### config.mk
export PLATFORM = sky130hd
export DESIGN_NAME = fifo_rd_ctrl
export DESIGN_NICKNAME = d
export VERILOG_FILES = /design/src/rtl/fifo_rd_pkg.sv /design/src/rtl/fifo_rd_skid.sv /design/src/rtl/fifo_rd_ctrl.sv
export SDC_FILE = /design/constraint.sdc
export NUM_CORES = 1
export LEC_CHECK = 0
export CAP_MARGIN = 40
export CORE_MARGIN = 3
export CORE_UTILIZATION = 65
export DETAILED_ROUTE_END_ITERATION = 7
export DONT_BUFFER_PORTS = 1
export GPL_TIMING_DRIVEN = 1
export PLACE_DENSITY = 0.87
export SYNTH_ARGS = -nofsm -noshare
export SYNTH_HDL_FRONTEND = slang
export SYNTH_SLANG_ARGS = --single-unit
### constraint.sdc
create_clock -name clk -period 3.11 [get_ports clk]
set_input_delay 0.933 -clock clk [delete_from_list [all_inputs] [get_ports clk]]
set_output_delay 0.933 -clock clk [all_outputs]
set_load 0.01 [all_outputs]
### src/rtl/fifo_rd_pkg.sv
// fifo_rd_pkg: shared types and constants for the FIFO read-side controller.
// Holds the controller state encoding, default data width and beat index width.
package fifo_rd_pkg;

  typedef enum logic [1:0] {
    IDLE   = 2'd0,
    STREAM = 2'd1,
    DRAIN  = 2'd2
  } state_t;

  localparam int DATA_WIDTH_DEF = 128;
  localparam int BEAT_IDX_W     = 8;

endpackage

### src/rtl/fifo_rd_skid.sv
// fifo_rd_skid: 2-entry in-order skid buffer between FIFO read port and stream.
// Ports: clk, reset_n (sync, low), push/din, pop, dout (head), valid, occ.
module fifo_rd_skid
  import fifo_rd_pkg::*;
#(
  parameter int DATA_WIDTH = DATA_WIDTH_DEF
) (
  input  logic                  clk,
  input  logic                  reset_n,
  input  logic                  push,
  input  logic [DATA_WIDTH-1:0] din,
  input  logic                  pop,
  output logic [DATA_WIDTH-1:0] dout,
  output logic                  valid,
  output logic [1:0]            occ
);

  logic [DATA_WIDTH-1:0] head;
  logic [DATA_WIDTH-1:0] tail;

  // head always holds the oldest beat; tail is only used when two are held
  always_ff @(posedge clk) begin
    if (!reset_n) begin
      head <= '0;
      tail <= '0;
      occ  <= 2'd0;
    end else begin
      case (occ)
        2'd0: begin
          if (push) begin
            head <= din;
            occ  <= 2'd1;
          end
        end
        2'd1: begin
          if (push && pop) begin
            head <= din;
          end else if (push) begin
            tail <= din;
            occ  <= 2'd2;
          end else if (pop) begin
            occ  <= 2'd0;
          end
        end
        2'd2: begin
          // a push while full only ever arrives together with a pop
          if (pop) begin
            head <= tail;
            if (push) begin
              tail <= din;
            end else begin
              occ  <= 2'd1;
            end
          end
        end
        default: begin
          occ <= 2'd0;
        end
      endcase
    end
  end

  assign dout  = head;
  assign valid = (occ != 2'd0);

endmodule

### src/rtl/fifo_rd_ctrl.sv
// fifo_rd_ctrl: reads the 128-bit FIFO and streams its words as fixed bursts.
// Ports: FIFO side (empty, rddata, rden), stream (valid/ready/data/last), status.
module fifo_rd_ctrl
  import fifo_rd_pkg::*;
#(
  parameter int DATA_WIDTH = DATA_WIDTH_DEF,
  parameter int BURST_LEN  = 16,
  parameter int CNT_W      = 16
) (
  input  logic                  clk,
  input  logic                  reset_n,
  input  logic                  i_enable,
  input  logic                  i_fifo_empty,
  input  logic [DATA_WIDTH-1:0] i_fifo_rddata,
  output logic                  o_fifo_rden,
  output logic                  m_valid,
  input  logic                  m_ready,
  output logic [DATA_WIDTH-1:0] m_data,
  output logic                  m_last,
  output logic                  o_busy,
  output logic [BEAT_IDX_W-1:0] o_beat_idx,
  output logic [CNT_W-1:0]      o_burst_cnt
);

  localparam logic [BEAT_IDX_W-1:0] LAST_IDX =
    BEAT_IDX_W'(BURST_LEN - 1);

  state_t     state;
  logic [1:0] occ;
  logic       pop;
  logic       drain_last;

  assign pop = m_valid & m_ready;

  // read data is only driven while rden is high, so the skid
  // captures it in the same cycle; a pop frees a slot for it
  assign o_fifo_rden = reset_n
                     & (state == STREAM)
                     & !i_fifo_empty
                     & ((occ != 2'd2) | pop);

  // in DRAIN nothing more is read, so the single remaining
  // beat closes whatever partial burst is open
  assign drain_last = (state == DRAIN) & (occ == 2'd1);

  assign m_last = m_valid
                & ((o_beat_idx == LAST_IDX) | drain_last);

  assign o_busy = (state != IDLE);

  fifo_rd_skid #(
    .DATA_WIDTH (DATA_WIDTH)
  ) u_skid (
    .clk     (clk),
    .reset_n (reset_n),
    .push    (o_fifo_rden),
    .din     (i_fifo_rddata),
    .pop     (pop),
    .dout    (m_data),
    .valid   (m_valid),
    .occ     (occ)
  );

  always_ff @(posedge clk) begin
    if (!reset_n) begin
      state       <= IDLE;
      o_beat_idx  <= '0;
      o_burst_cnt <= '0;
    end else begin
      if (pop) begin
        if (m_last) begin
          o_beat_idx  <= '0;
          o_burst_cnt <= o_burst_cnt + CNT_W'(1);
        end else begin
          o_beat_idx  <= o_beat_idx + BEAT_IDX_W'(1);
        end
      end

      case (state)
        IDLE: begin
          if (i_enable && !i_fifo_empty) begin
            state <= STREAM;
          end
        end
        STREAM: begin
          if (!i_enable) begin
            state <= DRAIN;
          end
        end
        DRAIN: begin
          if ((occ == 2'd0) || ((occ == 2'd1) && pop)) begin
            state <= IDLE;
          end
        end
        default: begin
          state <= IDLE;
        end
      endcase
    end
  end

endmodule
Word-level counts from Yosys, hierarchy flattened

Cells that the tools add are included.

Add/sub/neg operators: 2
Eq/ne operators: 15
Multiplexer cells: 20
Bitwise gates (word level): 8
Reduce and logical (&&, ||, !) cells: 16

Operators with widths:

| kind                    | number |
|---|---|
| $mux W128               | 6 |
| $pmux W128 S3           | 1 |
| $pmux W128 S2           | 1 |
| $mux W2                 | 9 |
| $add A16 B1 Y16 const B | 1 |
| $ne A2 B2 Y1 const B    | 6 |
| $pmux W2 S3             | 2 |
| $add A8 B1 Y8 const B   | 1 |
| $eq A8 B4 Y1 const B    | 1 |
| $mux W8                 | 1 |
| $and A1 B1 Y1           | 6 |
| $ne A2 B1 Y1 const B    | 3 |
| $reduce_and A3 Y1       | 2 |
| $reduce_bool A2 Y1      | 3 |
| $reduce_and A5 Y1       | 1 |
| $eq A2 B1 Y1 const B    | 2 |
| $eq A2 B2 Y1 const B    | 2 |
| $logic_not A2 Y1        | 2 |
| $reduce_and A4 Y1       | 1 |
| $logic_and A1 B1 Y1     | 3 |
| $ne A3 B2 Y1 const B    | 1 |
| $reduce_bool A3 Y1      | 1 |
| $or A1 B1 Y1            | 2 |
| $reduce_and A2 Y1       | 1 |
| 2 further kinds         | 2 |

Bits in registers: 284
Bits of input ports: 133
Output and inout port bits: 156
Logic and storage cells: 67

Depth between registers and ports, before layout

Depth after elaboration: 7
Depth in mapped cells: 8

Modules after synthesis

A second synthesis with hierarchy kept.

Cells, all modules: 1321
Area total of the unflattened synthesis: 12858.6 µm²

By module, submodules not included:

| module       | times used | cells an instance | area each (µm²) | seq. area each (µm²) |
|---|---|---|---|---|
| fifo_rd_skid | 1          | 1174              | 11564.8         | 5165.0 |
| fifo_rd_ctrl | 1          | 147               | 1293.7          | 520.5 |

Least setup slack after synthesis

No wires, ideal clock.

Kind: input -> output
Start: in i_fifo_empty
End: out o_fifo_rden
Arrival time: 1450 ps
Path slack: 727 ps
Stages: 2
Buffers on the path: 0
Cells stage by stage: nand4bb_2 nor2_1

Cells in the longest elaborated chain, start to end: 3

Ends and longest elaborated chain:

| element            | RTL line           | RTL |
|---|---|---|
| start: declaration | fifo_rd_ctrl.sv:13 | `input logic i_fifo_empty,` |
| $logic_not A1 Y1   | fifo_rd_ctrl.sv:39 | `& !i_fifo_empty` |
| $and A1 B1 Y1      | fifo_rd_ctrl.sv:39 |  |
| $and A1 B1 Y1      | fifo_rd_ctrl.sv:40 | `& ((occ != 2'd2) \| pop);` |
| end: declaration   | fifo_rd_ctrl.sv:15 | `output logic o_fifo_rden,` |

No other way between the ends.

Worst setup path after layout

Start: reg u_skid.occ[1]
End: out m_last

Cells in the longest elaborated chain, start to end: 4
Elaborated cells between the ends (all ways): 5
Those cells by class: eq/ne: 1; bitwise: 3; reduce/logical: 1

Ends and longest elaborated chain:

| element                  | RTL line           | RTL |
|---|---|---|
| start: declaration       | fifo_rd_skid.sv:15 | `output logic [1:0] occ` |
| start signal: assignment | fifo_rd_skid.sv:26 | `occ <= 2'd0;` |
| start signal: assignment | fifo_rd_skid.sv:32 | `occ <= 2'd1;` |
| start signal: assignment | fifo_rd_skid.sv:40 | `occ <= 2'd2;` |
| $eq A2 B1 Y1             | fifo_rd_ctrl.sv:44 | `assign drain_last = (state == DRAIN) & (occ == 2'd1);` |
| $and A1 B1 Y1            | fifo_rd_ctrl.sv:44 |  |
| $or A1 B1 Y1             | fifo_rd_ctrl.sv:47 | `& ((o_beat_idx == LAST_IDX) \| drain_last);` |
| $and A1 B1 Y1 *          | fifo_rd_ctrl.sv:47 |  |
| end: declaration         | fifo_rd_ctrl.sv:19 | `output logic m_last,` |

Mark *: on every way between the ends. The rest lies on a longest branch, timed or not.

==> impl_metrics.toml <==
[setup_path]
required_ns = 2.18
endpoint_kind = "output port"
path_class = "flip-flop to output port"
cp_slowest_stage_delay_ns = 0.64
crit_start = "u_skid.occ[1]"
cp_num_buf_inv = 0
reg2reg_depth = 5
start_kind = "flip-flop"
crit_slowest_cell = "dfxtp_1"
r2r-end = "o_burst_cnt[7]"
timing.rr.start = "o_beat_idx[0]"
crit_chain = "and4bb_2 -> a31o_2"
worstPathArrival_ns = 1.74
r2r_setup_slack_ns = 0.81
cp_max_fo = 13
cp_top_family = "flip-flops"

[routing]
vias = 9068
wl_per_cell_um = 18.2
routed_wirelength_um = 27300
drtAntennaViolNets = 0
viasPerCell = 6.04
first_pass_iters = 5
drc_errors = 0
drtIter0Drc = 420

[timing]
finalSetupViolCount = 0
setup_tns_ns = 0
finalCritPeriodShare_pct = 85.8
timing.fmax_mhz = 375
slew_viol_final = 0
rsz0062_at_grt = "no"
clock-skew-final_ns = 0.0196
hold_viol_final = 0
relSlewSlack_pct = 49.5
worst_pin_slew_ns = 0.757
fin_crit_ns = 2.67

[layout]
layoutNonFillerInstCount = 1502
syn2layout_area_growth_pct = 7.79
drive_above_1_share_pct = 13.9
n_antenna_cell = 0
postLayoutCellArea_um2 = 13000
final_nets = 1387

[status]
status = "completed"

[logic_synthesis]
yosysSeqAreaShare_pct = 47.0
syn-num-nets = 1446
ys_warn_count = 0
synth-seq-cells = 284
syn-cell-area_um2 = 12100
synth_cell_type_count = 41
syn_inst = 1311
syn_area_per_cell_um2 = 9.22

[power_and_ir_drop]
peakVddDrop_mv = 0.489
leakagePower_nw = 5.00
p_per_area_nw_per_um2 = 570

[cts]
clk_pin_slew_ns = 0.07
clk_root_buffer_cell = "clkbuf_16"
cts-buffers-inserted = 28
clk_latency_ns = 0.54
cts-htree-levels = 1
cts.sinks = 284
cts_tree = "done"
ctsHoldBuffers = 0
post_cts_resized = 0
clk_path_buf_depth = 3
cts_setup_buffers = 0

[global_routing]
grt_first_pass_wirelength_um = 43500
first_global_vias = 8912
grt_overflow = 0
antenna_found_initial = 0
grtUsageTotal_pct = 25.2
grt_start_max_net_pins = 129

[job]
drv_cap = 0

[die]
core_area_um2 = 18100
die_area_um2 = 20300
die_w_um = 142
initial_core_util_pct = 66.8
die_h_um = 142
io_pins = 289
fp-row-count = 49

[worst_hold_path]
hold_start = "u_skid.tail[8]"
min_path_type = "flip-flop to flip-flop"
min_to = "u_skid.tail[8]"
hold_depth = 2

[placement]
portBuffers = 0
dpl.hpwl_um = 17500
place_inst = 1451
place.gp.congestion = 0.831
post_dp_cell_area_um2 = 12100
## report_power, final
part           leakage [nW]  internal, mW  switching [mW]
combinational          2.25         0.100           0.171
clock                 0.467          2.03            1.38
sequential             2.29          3.68          0.0588
## Yosys cell counts
library cell,instances,share of area [%]
xor2_1,2,0.14
mux2i_1,142,12
nand4bb_2,1,0.13
a211oi_2,100,10
nor3b_1,1,0.062
a21boi_0,1,0.062
and4bb_2,2,0.21
dfxtp_1,284,47
nand2_1,282,8.8
nor2_1,140,4.3
ha_1,2,0.21
and2_1,1,0.052
o21a_1,3,0.19
and3_1,2,0.10
nor4_4,1,0.18
clkbuf_1,31,0.96
inv_1,1,0.031
nand4_1,5,0.26
and3b_1,1,0.072
o32ai_4,1,0.23
a211oi_1,34,2.1
nand4_2,1,0.10
a2111oi_0,2,0.14
buf_4,7,0.43
nand3_1,11,0.46
buf_6,11,1.0
and4_1,3,0.22
o2111ai_1,1,0.072
o21ai_0,5,0.21
a31o_2,1,0.072
buf_1,1,0.031
a21oi_1,140,5.8
nor3_1,4,0.17
or3b_2,1,0.072
or2_2,2,0.10
nand2b_1,16,0.83
buf_2,58,2.4
nor4b_1,1,0.072
xnor2_1,5,0.36
nor2b_1,3,0.16
inv_2,1,0.031
## cells by family (layout without fill, tap and decap cells)
logic type | count (synthesis) | count (layout) | share of synthesized area [%]
AO/OA/AOI/OAI | 288 | 288 | 19.2
XOR/XNOR | 7 | 7 | 0.507
adder cells (fa/ha/maj) | 2 | 2 | 0.207
buffers and inverters | 110 | 72 | 4.92
flip-flops | 284 | 284 | 47.0
multiplexers | 142 | 142 | 11.8
AND/OR/NAND/NOR | 478 | 478 | 16.3
## per-stage QoR
step           hold WS (ns)  power [mW]  util (%)  setup WS (ns)
3_5_place_dp          0.446        4.09      66.8          0.487
5_1_grt               0.472        7.67      72.0          0.380
6_report              0.453        7.42      72.0          0.441
3_3_place_gp          0.440        4.08      66.7          0.564
4_1_cts               0.454        7.49      72.0          0.430
2_1_floorplan         0.436        4.05         -          0.727
## cell type report
cell class	instances	area [um2]
clock buffer	40	796
multi-input combinational	917	5830
tap	229	287
sequential	284	5690
inverter	2	15.0
timing repair buffer	19	268
clock inverter	11	145
fill	1235	5060
## tightest hold or removal path, cell delays in order, from the launching register on
cell	delay [ns]
dfxtp_1	0.30
nand2_1	0.05
a21oi_1	0.05
## per-layer routing
layer	global-route usage [%]	share of wire (%)
met1	30.4	39
met2	41.0	47
met3	10.0	11
met4	9.40	3.2
met5	0	0
## worst max-delay path by stage
| stage | endpoint | slack (ns) | cells past startpoint |
|---|---|---|---|
| after floorplan | o_fifo_rden | 0.73 | 2 |
| after global placement | u_skid.dout[86] | 0.56 | 6 |
| after detailed placement | u_skid.dout[77] | 0.49 | 6 |
| after CTS | m_last | 0.43 | 2 |
| after global routing | m_last | 0.38 | 2 |
| final | m_last | 0.44 | 2 |
## layout by cell type, fill, tap and decap left out, types with 7 or more instances in the layout
cell,instances
a211oi_1,34
a211oi_2,100
a21oi_1,140
buf_12,10
buf_4,9
clkbuf_1,7
clkbuf_16,28
dfxtp_1,284
mux2i_1,142
nand2_1,282
nand2b_1,15
nand3_1,11
nor2_1,140
## flip-flops by register name (all words and copies together), names as in the netlist
name         count
u_skid.dout    128
u_skid.tail    128
state            2
u_skid.occ       2
o_beat_idx       8
o_burst_cnt     16
Power figures use the tool's default switching activity.
